===== config.mk =====
export PLATFORM = sky130hd
export DESIGN_NAME = load_store_sequencer_flat
export DESIGN_NICKNAME = d
export VERILOG_FILES = /design/src/rtl/load_store_sequencer_if.sv /design/src/rtl/load_store_sequencer.sv /design/src/flat_wrapper.sv
export SDC_FILE = /design/constraint.sdc
export NUM_CORES = 1
export LEC_CHECK = 0
export BUFFER_PORTS_ARGS = -buffer_cell sky130_fd_sc_hd__buf_2
export CAP_MARGIN = 15
export CORE_MARGIN = 4
export CORE_UTILIZATION = 40
export CTS_BUF_LIST = sky130_fd_sc_hd__clkbuf_8
export DETAILED_ROUTE_END_ITERATION = 12
export GPL_TIMING_DRIVEN = 0
export MAX_ROUTING_LAYER = met4
export REMOVE_ABC_BUFFERS = 1
export SLEW_MARGIN = 20
export SYNTH_ARGS = -nofsm -noshare
export SYNTH_HDL_FRONTEND = slang
export SYNTH_SLANG_ARGS = --single-unit

===== constraint.sdc =====
create_clock -name clk -period 9.3 [get_ports clk]
set_clock_uncertainty 0.05 [all_clocks]
set_input_delay 2.325 -clock clk [delete_from_list [all_inputs] [get_ports clk]]
set_output_delay 2.325 -clock clk [all_outputs]
set_load 0.005 [all_outputs]

===== src/rtl/load_store_sequencer_if.sv =====
// CPU request/response and memory word-port signals of the load/store sequencer.
// slave: the sequencer itself; master: the CPU controller plus memory model.
interface load_store_sequencer_if #(
    parameter int ADDR_W = 32,
    parameter int DATA_W = 32
);
    logic              req;
    logic              we;
    logic [1:0]        size;
    logic              signed_ld;
    logic [ADDR_W-1:0] adr;
    logic [DATA_W-1:0] wdata;
    logic              ready;
    logic              done;
    logic [DATA_W-1:0] rdata;
    logic              err;
    logic [ADDR_W-1:0] mem_adr;
    logic [DATA_W-1:0] write_data;
    logic              mem_write;
    logic [DATA_W-1:0] read_data;

    modport slave (
        input  req, we, size, signed_ld, adr, wdata, read_data,
        output ready, done, rdata, err, mem_adr, write_data, mem_write
    );

    modport master (
        output req, we, size, signed_ld, adr, wdata, read_data,
        input  ready, done, rdata, err, mem_adr, write_data, mem_write
    );
endinterface


===== src/rtl/load_store_sequencer.sv =====
// Turns byte/half/word CPU loads and stores into aligned big-endian word accesses;
// sub-word stores are done as read-modify-write.
//
// state   | meaning
// S_IDLE  | ready, waiting for req
// S_READ  | memory word on read_data, captured at the edge
// S_WRITE | mem_write high for this single cycle
// S_DONE  | done pulse, rdata/err valid
module load_store_sequencer #(
    parameter int ADDR_W = 32,
    parameter int DATA_W = 32
) (
    input  logic                   clk,
    input  logic                   rst,
    load_store_sequencer_if.slave  bus
);

    typedef enum logic [1:0] {S_IDLE, S_READ, S_WRITE, S_DONE} state_t;

    localparam logic [1:0] SZ_BYTE = 2'b00;
    localparam logic [1:0] SZ_HALF = 2'b01;
    localparam logic [1:0] SZ_WORD = 2'b10;

    state_t            state_q, state_d;
    logic [ADDR_W-1:0] adr_q, adr_d;
    logic              we_q, we_d;
    logic [1:0]        size_q, size_d;
    logic              signed_q, signed_d;
    logic [DATA_W-1:0] wdata_q, wdata_d;
    logic [DATA_W-1:0] word_q, word_d;
    logic [DATA_W-1:0] rdata_q, rdata_d;
    logic              err_q, err_d;

    logic              illegal;
    logic [7:0]        byte_sel;
    logic [15:0]       half_sel;
    logic [DATA_W-1:0] load_val;
    logic [DATA_W-1:0] store_word;

    assign illegal = (bus.size == 2'b11)
                   || ((bus.size == SZ_HALF) && bus.adr[0])
                   || ((bus.size == SZ_WORD) && (bus.adr[1:0] != 2'b00));

    // Big-endian lanes: byte offset 0 is the most significant byte.
    always_comb begin
        byte_sel = 8'h00;
        case (adr_q[1:0])
            2'd0:    byte_sel = bus.read_data[31:24];
            2'd1:    byte_sel = bus.read_data[23:16];
            2'd2:    byte_sel = bus.read_data[15:8];
            default: byte_sel = bus.read_data[7:0];
        endcase
        half_sel = adr_q[1] ? bus.read_data[15:0] : bus.read_data[31:16];
    end

    always_comb begin
        load_val = bus.read_data;
        case (size_q)
            SZ_BYTE: load_val = {{24{signed_q & byte_sel[7]}}, byte_sel};
            SZ_HALF: load_val = {{16{signed_q & half_sel[15]}}, half_sel};
            default: load_val = bus.read_data;
        endcase
    end

    always_comb begin
        store_word = wdata_q;
        case (size_q)
            SZ_BYTE: begin
                case (adr_q[1:0])
                    2'd0:    store_word = {wdata_q[7:0], word_q[23:0]};
                    2'd1:    store_word = {word_q[31:24], wdata_q[7:0], word_q[15:0]};
                    2'd2:    store_word = {word_q[31:16], wdata_q[7:0], word_q[7:0]};
                    default: store_word = {word_q[31:8], wdata_q[7:0]};
                endcase
            end
            SZ_HALF: store_word = adr_q[1] ? {word_q[31:16], wdata_q[15:0]}
                                           : {wdata_q[15:0], word_q[15:0]};
            default: store_word = wdata_q;
        endcase
    end

    always_comb begin
        state_d  = state_q;
        adr_d    = adr_q;
        we_d     = we_q;
        size_d   = size_q;
        signed_d = signed_q;
        wdata_d  = wdata_q;
        word_d   = word_q;
        rdata_d  = rdata_q;
        err_d    = err_q;
        case (state_q)
            S_IDLE: begin
                if (bus.req) begin
                    adr_d    = bus.adr;
                    we_d     = bus.we;
                    size_d   = bus.size;
                    signed_d = bus.signed_ld;
                    wdata_d  = bus.wdata;
                    if (illegal) begin
                        state_d = S_DONE;
                        err_d   = 1'b1;
                    end else if (bus.we && (bus.size == SZ_WORD)) begin
                        state_d = S_WRITE;
                    end else begin
                        state_d = S_READ;
                    end
                end
            end
            S_READ: begin
                word_d = bus.read_data;
                if (we_q) begin
                    state_d = S_WRITE;
                end else begin
                    state_d = S_DONE;
                    rdata_d = load_val;
                    err_d   = 1'b0;
                end
            end
            S_WRITE: begin
                state_d = S_DONE;
                err_d   = 1'b0;
            end
            default: state_d = S_IDLE;
        endcase
    end

    always_ff @(posedge clk or posedge rst) begin
        if (rst) begin
            state_q  <= S_IDLE;
            adr_q    <= '0;
            we_q     <= 1'b0;
            size_q   <= 2'b00;
            signed_q <= 1'b0;
            wdata_q  <= '0;
            word_q   <= '0;
            rdata_q  <= '0;
            err_q    <= 1'b0;
        end else begin
            state_q  <= state_d;
            adr_q    <= adr_d;
            we_q     <= we_d;
            size_q   <= size_d;
            signed_q <= signed_d;
            wdata_q  <= wdata_d;
            word_q   <= word_d;
            rdata_q  <= rdata_d;
            err_q    <= err_d;
        end
    end

    // Strobe decoded straight from state so an async reset kills it immediately.
    assign bus.mem_write  = (state_q == S_WRITE);
    assign bus.write_data = bus.mem_write ? store_word : '0;
    assign bus.mem_adr    = {adr_q[ADDR_W-1:2], 2'b00};
    assign bus.ready      = (state_q == S_IDLE);
    assign bus.done       = (state_q == S_DONE);
    assign bus.rdata      = rdata_q;
    assign bus.err        = err_q;

endmodule


===== src/flat_wrapper.sv =====
// flat-port wrapper written by rule: the top's interface ports become plain ports
module load_store_sequencer_flat 
#(
    parameter int ADDR_W = 32,
    parameter int DATA_W = 32
)
  (clk, rst, bus_req, bus_we, bus_size, bus_signed_ld, bus_adr, bus_wdata, bus_read_data, bus_ready, bus_done, bus_rdata, bus_err, bus_mem_adr, bus_write_data, bus_mem_write);
  load_store_sequencer_if #(.ADDR_W(ADDR_W), .DATA_W(DATA_W)) bus_i ();
  input  logic clk;
  input  logic rst;
  input wire logic [$bits(bus_i.req)-1:0] bus_req;
  input wire logic [$bits(bus_i.we)-1:0] bus_we;
  input wire logic [$bits(bus_i.size)-1:0] bus_size;
  input wire logic [$bits(bus_i.signed_ld)-1:0] bus_signed_ld;
  input wire logic [$bits(bus_i.adr)-1:0] bus_adr;
  input wire logic [$bits(bus_i.wdata)-1:0] bus_wdata;
  input wire logic [$bits(bus_i.read_data)-1:0] bus_read_data;
  output wire logic [$bits(bus_i.ready)-1:0] bus_ready;
  output wire logic [$bits(bus_i.done)-1:0] bus_done;
  output wire logic [$bits(bus_i.rdata)-1:0] bus_rdata;
  output wire logic [$bits(bus_i.err)-1:0] bus_err;
  output wire logic [$bits(bus_i.mem_adr)-1:0] bus_mem_adr;
  output wire logic [$bits(bus_i.write_data)-1:0] bus_write_data;
  output wire logic [$bits(bus_i.mem_write)-1:0] bus_mem_write;
  assign bus_i.req = bus_req;
  assign bus_i.we = bus_we;
  assign bus_i.size = bus_size;
  assign bus_i.signed_ld = bus_signed_ld;
  assign bus_i.adr = bus_adr;
  assign bus_i.wdata = bus_wdata;
  assign bus_i.read_data = bus_read_data;
  assign bus_ready = bus_i.ready;
  assign bus_done = bus_i.done;
  assign bus_rdata = bus_i.rdata;
  assign bus_err = bus_i.err;
  assign bus_mem_adr = bus_i.mem_adr;
  assign bus_write_data = bus_i.write_data;
  assign bus_mem_write = bus_i.mem_write;
  load_store_sequencer #(.ADDR_W(ADDR_W), .DATA_W(DATA_W)) u_core (.clk(clk), .rst(rst), .bus(bus_i));
endmodule

==> metrics <==
first-pass detailed-route iteration total 4; Die Span X 139.0 um; cts repair resizes 0; final core utilization 49.67%; Layout Nets 864; Int Power 1.888 mW; clock sink count 135; number of max-cap violations 0; maximum clock frequency 194.9 MHz; first-pass GRT wire length 29.94 mm; Slew HR 33.41%; design area 8295 sq um; setup bufs post-CTS 0; peak supply drop 0.1300 mV; Static Leak 3.906 nW; switching pwr 1.183 mW; filler instances 1,583; TritonCTS clock tree yes; FF+latch count, synth 135; Crit Path Max Fanout 25; clk_lat worst skew 0.44 ns; post-route minimum period 5.131 ns; total CTS buffers 17; non-filler cells, final 992; CTS root buf clkbuf_8; CP peak stage delay 0.70 ns; Buf+Inv Stages, Crit Path 1; dpl hpwl 13.50 mm; Routed WL per cell 19.00 um; share of layout cells above drive strength 1 47.66%; port bufs 200; commonest non-fill, non-tap cell in the layout buf_2; most frequent cells in the layout buf_2, dfrtp_1, mux2_2, nand3_1, nand2_1; CTS max path bufs 2; crit-path leading delay family simple AND/OR/NAND/NOR gates; initial antenna violation count 2; total number of vias 5,355; period utilization 55.17%; vias in the first global route 5,610; Final setup violation count 0; critical path required time 6.93 ns; dpl ws 4.539 ns; Via density 5.398; register area share after synthesis 49.24%; clock-pin slew on the worst setup and hold paths 0.09 ns; RR Startpoint u_core.adr_q[0]; H-tree depth 4; YS warnings 0; post-synthesis cell type count 37; overall global routing resource usage 19.79%; Cell Rows 47; final hold violation count 0; top cell type's share of synthesized area 49.24%; CP Cell Sequence or2_2, nand2b_1, mux2i_1, a21oi_1, buf_2; Mapped Area 6860 sq um; post-route setup slack 4.169 ns; dpl cells 958; Final TNS setup 0 ns; outcome complete, no violations; Hold Path Class flip-flop to flip-flop; drt total wl 18.85 mm; Placed Area 7845 sq um; largest net degree at the start of global routing 105; Clk network pwr share 17.8%; post-synth top area cell dfrtp_1; Avg Synthesized Cell Area 11.25 sq um; Setup crit start kind flip-flop; Overflow after GRT 0; Gate power share 43.4%; Post-Synthesis Cells 610; Synth area leaders dfrtp_1, mux2_2, buf_4, nand3_1, mux2i_1; CTS Hold Bufs 0; RSZ-0062 raised after global routing false; sequential share of power 38.8%; worst hold start u_core.bus.rdata[4]; CP Class flip-flop to output port; IO Pins 203; chip height 139.0 um; Worst Setup End Kind output port; final hold slack 0.4391 ns; Final Max Slew Viols 0; crit path DAT 2.76 ns; worst-margin pin slew 0.9989 ns; total power 3.071 mW; power per cell area 370.2 nW/um^2; Final ANT Viol Nets 0; Initial Utilization 41.08%; Switching Share 38.53%; initial DRC count 362; # DRC 0; routability cong. 0.8741; Critical path origin u_core.adr_q[0]; Syn-to-layout area delta 20.92%; die area 19,310 sq um; Core Footprint 16,700 sq um; slowest CP cell dfrtp_1
==> flip-flops by register name, indices dropped and copies added (netlist names) <==
| name | flops |
|---|---|
| u_core.word_q | 32 |
| u_core.signed_q | 1 |
| u_core.state_q | 2 |
| u_core.bus.rdata | 32 |
| u_core.bus.err | 1 |
| u_core.wdata_q | 32 |
| u_core.adr_q | 32 |
| u_core.we_q | 1 |
| u_core.size_q | 2 |
==> path summary, 6_finish.rpt <==
check / to / slack, ns / cells past startpoint
min reg2reg: u_core.bus.rdata[4] / 0.44 / 2
min in group asynchronous: u_core.adr_q[25] / 1.78 / 2
min: u_core.bus.rdata[4] / 0.44 / 2
max reg2reg: u_core.bus.rdata[14] / 6.89 / 3
max: bus_write_data[18] / 4.17 / 5
max in group asynchronous: u_core.adr_q[1] / 6.61 / 3
==> per-layer routing <==
| metal | vias to the layer above | share of wire, % | GRT usage (%) |
|---|---|---|---|
| li1 | 2484 | - | - |
| met1 | 2633 | 44 | 24.92 |
| met3 | 42 | 5.5 | 4.724 |
| met4 | 0 | 3.0 | 8.393 |
| met2 | 196 | 48 | 30.68 |
| met5 | - | 0 | - |
==> power groups by stage <==
stage               clock network, mW  registers, mW  logic [mW]
floorplan                           0           1.12       0.860
global placement                    0           1.17        1.30
detailed placement                  0           1.19        1.35
CTS                             0.562           1.18        1.35
global route                    0.586           1.23        1.47
finish                          0.546           1.19        1.33
==> cell usage after synthesis <==
master     number
nor2b_1        10
a221oi_1        9
nand2_1        39
o31ai_1         6
or3_1           2
buf_2          14
mux4_2          1
o21a_1          1
o211a_1         8
nor4_1          2
conb_1          1
o32ai_1         1
nor3b_1        10
buf_4          33
mux2i_1        19
o21ai_0        31
a31oi_1        10
o22ai_1         7
a21oi_1        23
o221ai_1        1
nor2_1         12
a311oi_4        1
a2111oi_2       1
a311oi_1        6
nor3_1          1
dfrtp_1       135
clkbuf_1       19
o211ai_1        2
ha_1            4
or2_2           1
mux2_2        115
nand3_1        41
a22oi_1        15
o41ai_1         2
inv_1           9
buf_1          12
nand2b_1        6
==> tightest hold or removal path, cell delays in order (launching register included) <==
cell and delay [ns]:
dfrtp_1 0.35, nand2_1 0.05, o31ai_1 0.06
==> logic make-up (layout without fill, tap and decap cells) <==
kind of cell / count (synthesis) / after routing / share of synthesized area [%]
other: 1 / 4 / 0.05466
buffers and inverters: 87 / 246 / 6.821
DFF: 135 / 135 / 49.24
AOI/OAI and AO/OA: 124 / 124 / 12.31
and+or+nand+nor: 124 / 124 / 8.864
muxes: 135 / 135 / 21.98
adders and majority gates: 4 / 4 / 0.7296
==> cell type report <==
| cell class | instances | area, sq um | area share, % |
|---|---|---|---|
| antenna | 2 | 5.005 | 0.06033 |
| multi-input combinational | 389 | 3039 | 36.64 |
| clock buffer | 18 | 247.7 | 2.986 |
| clock inverter | 14 | 197.7 | 2.383 |
| timing repair buffer | 205 | 1107 | 13.35 |
| sequential | 135 | 3382 | 40.77 |
| inverter | 9 | 41.29 | 0.4977 |
| tap | 220 | 275.3 | 3.318 |
Power figures use the tool's default switching activity.
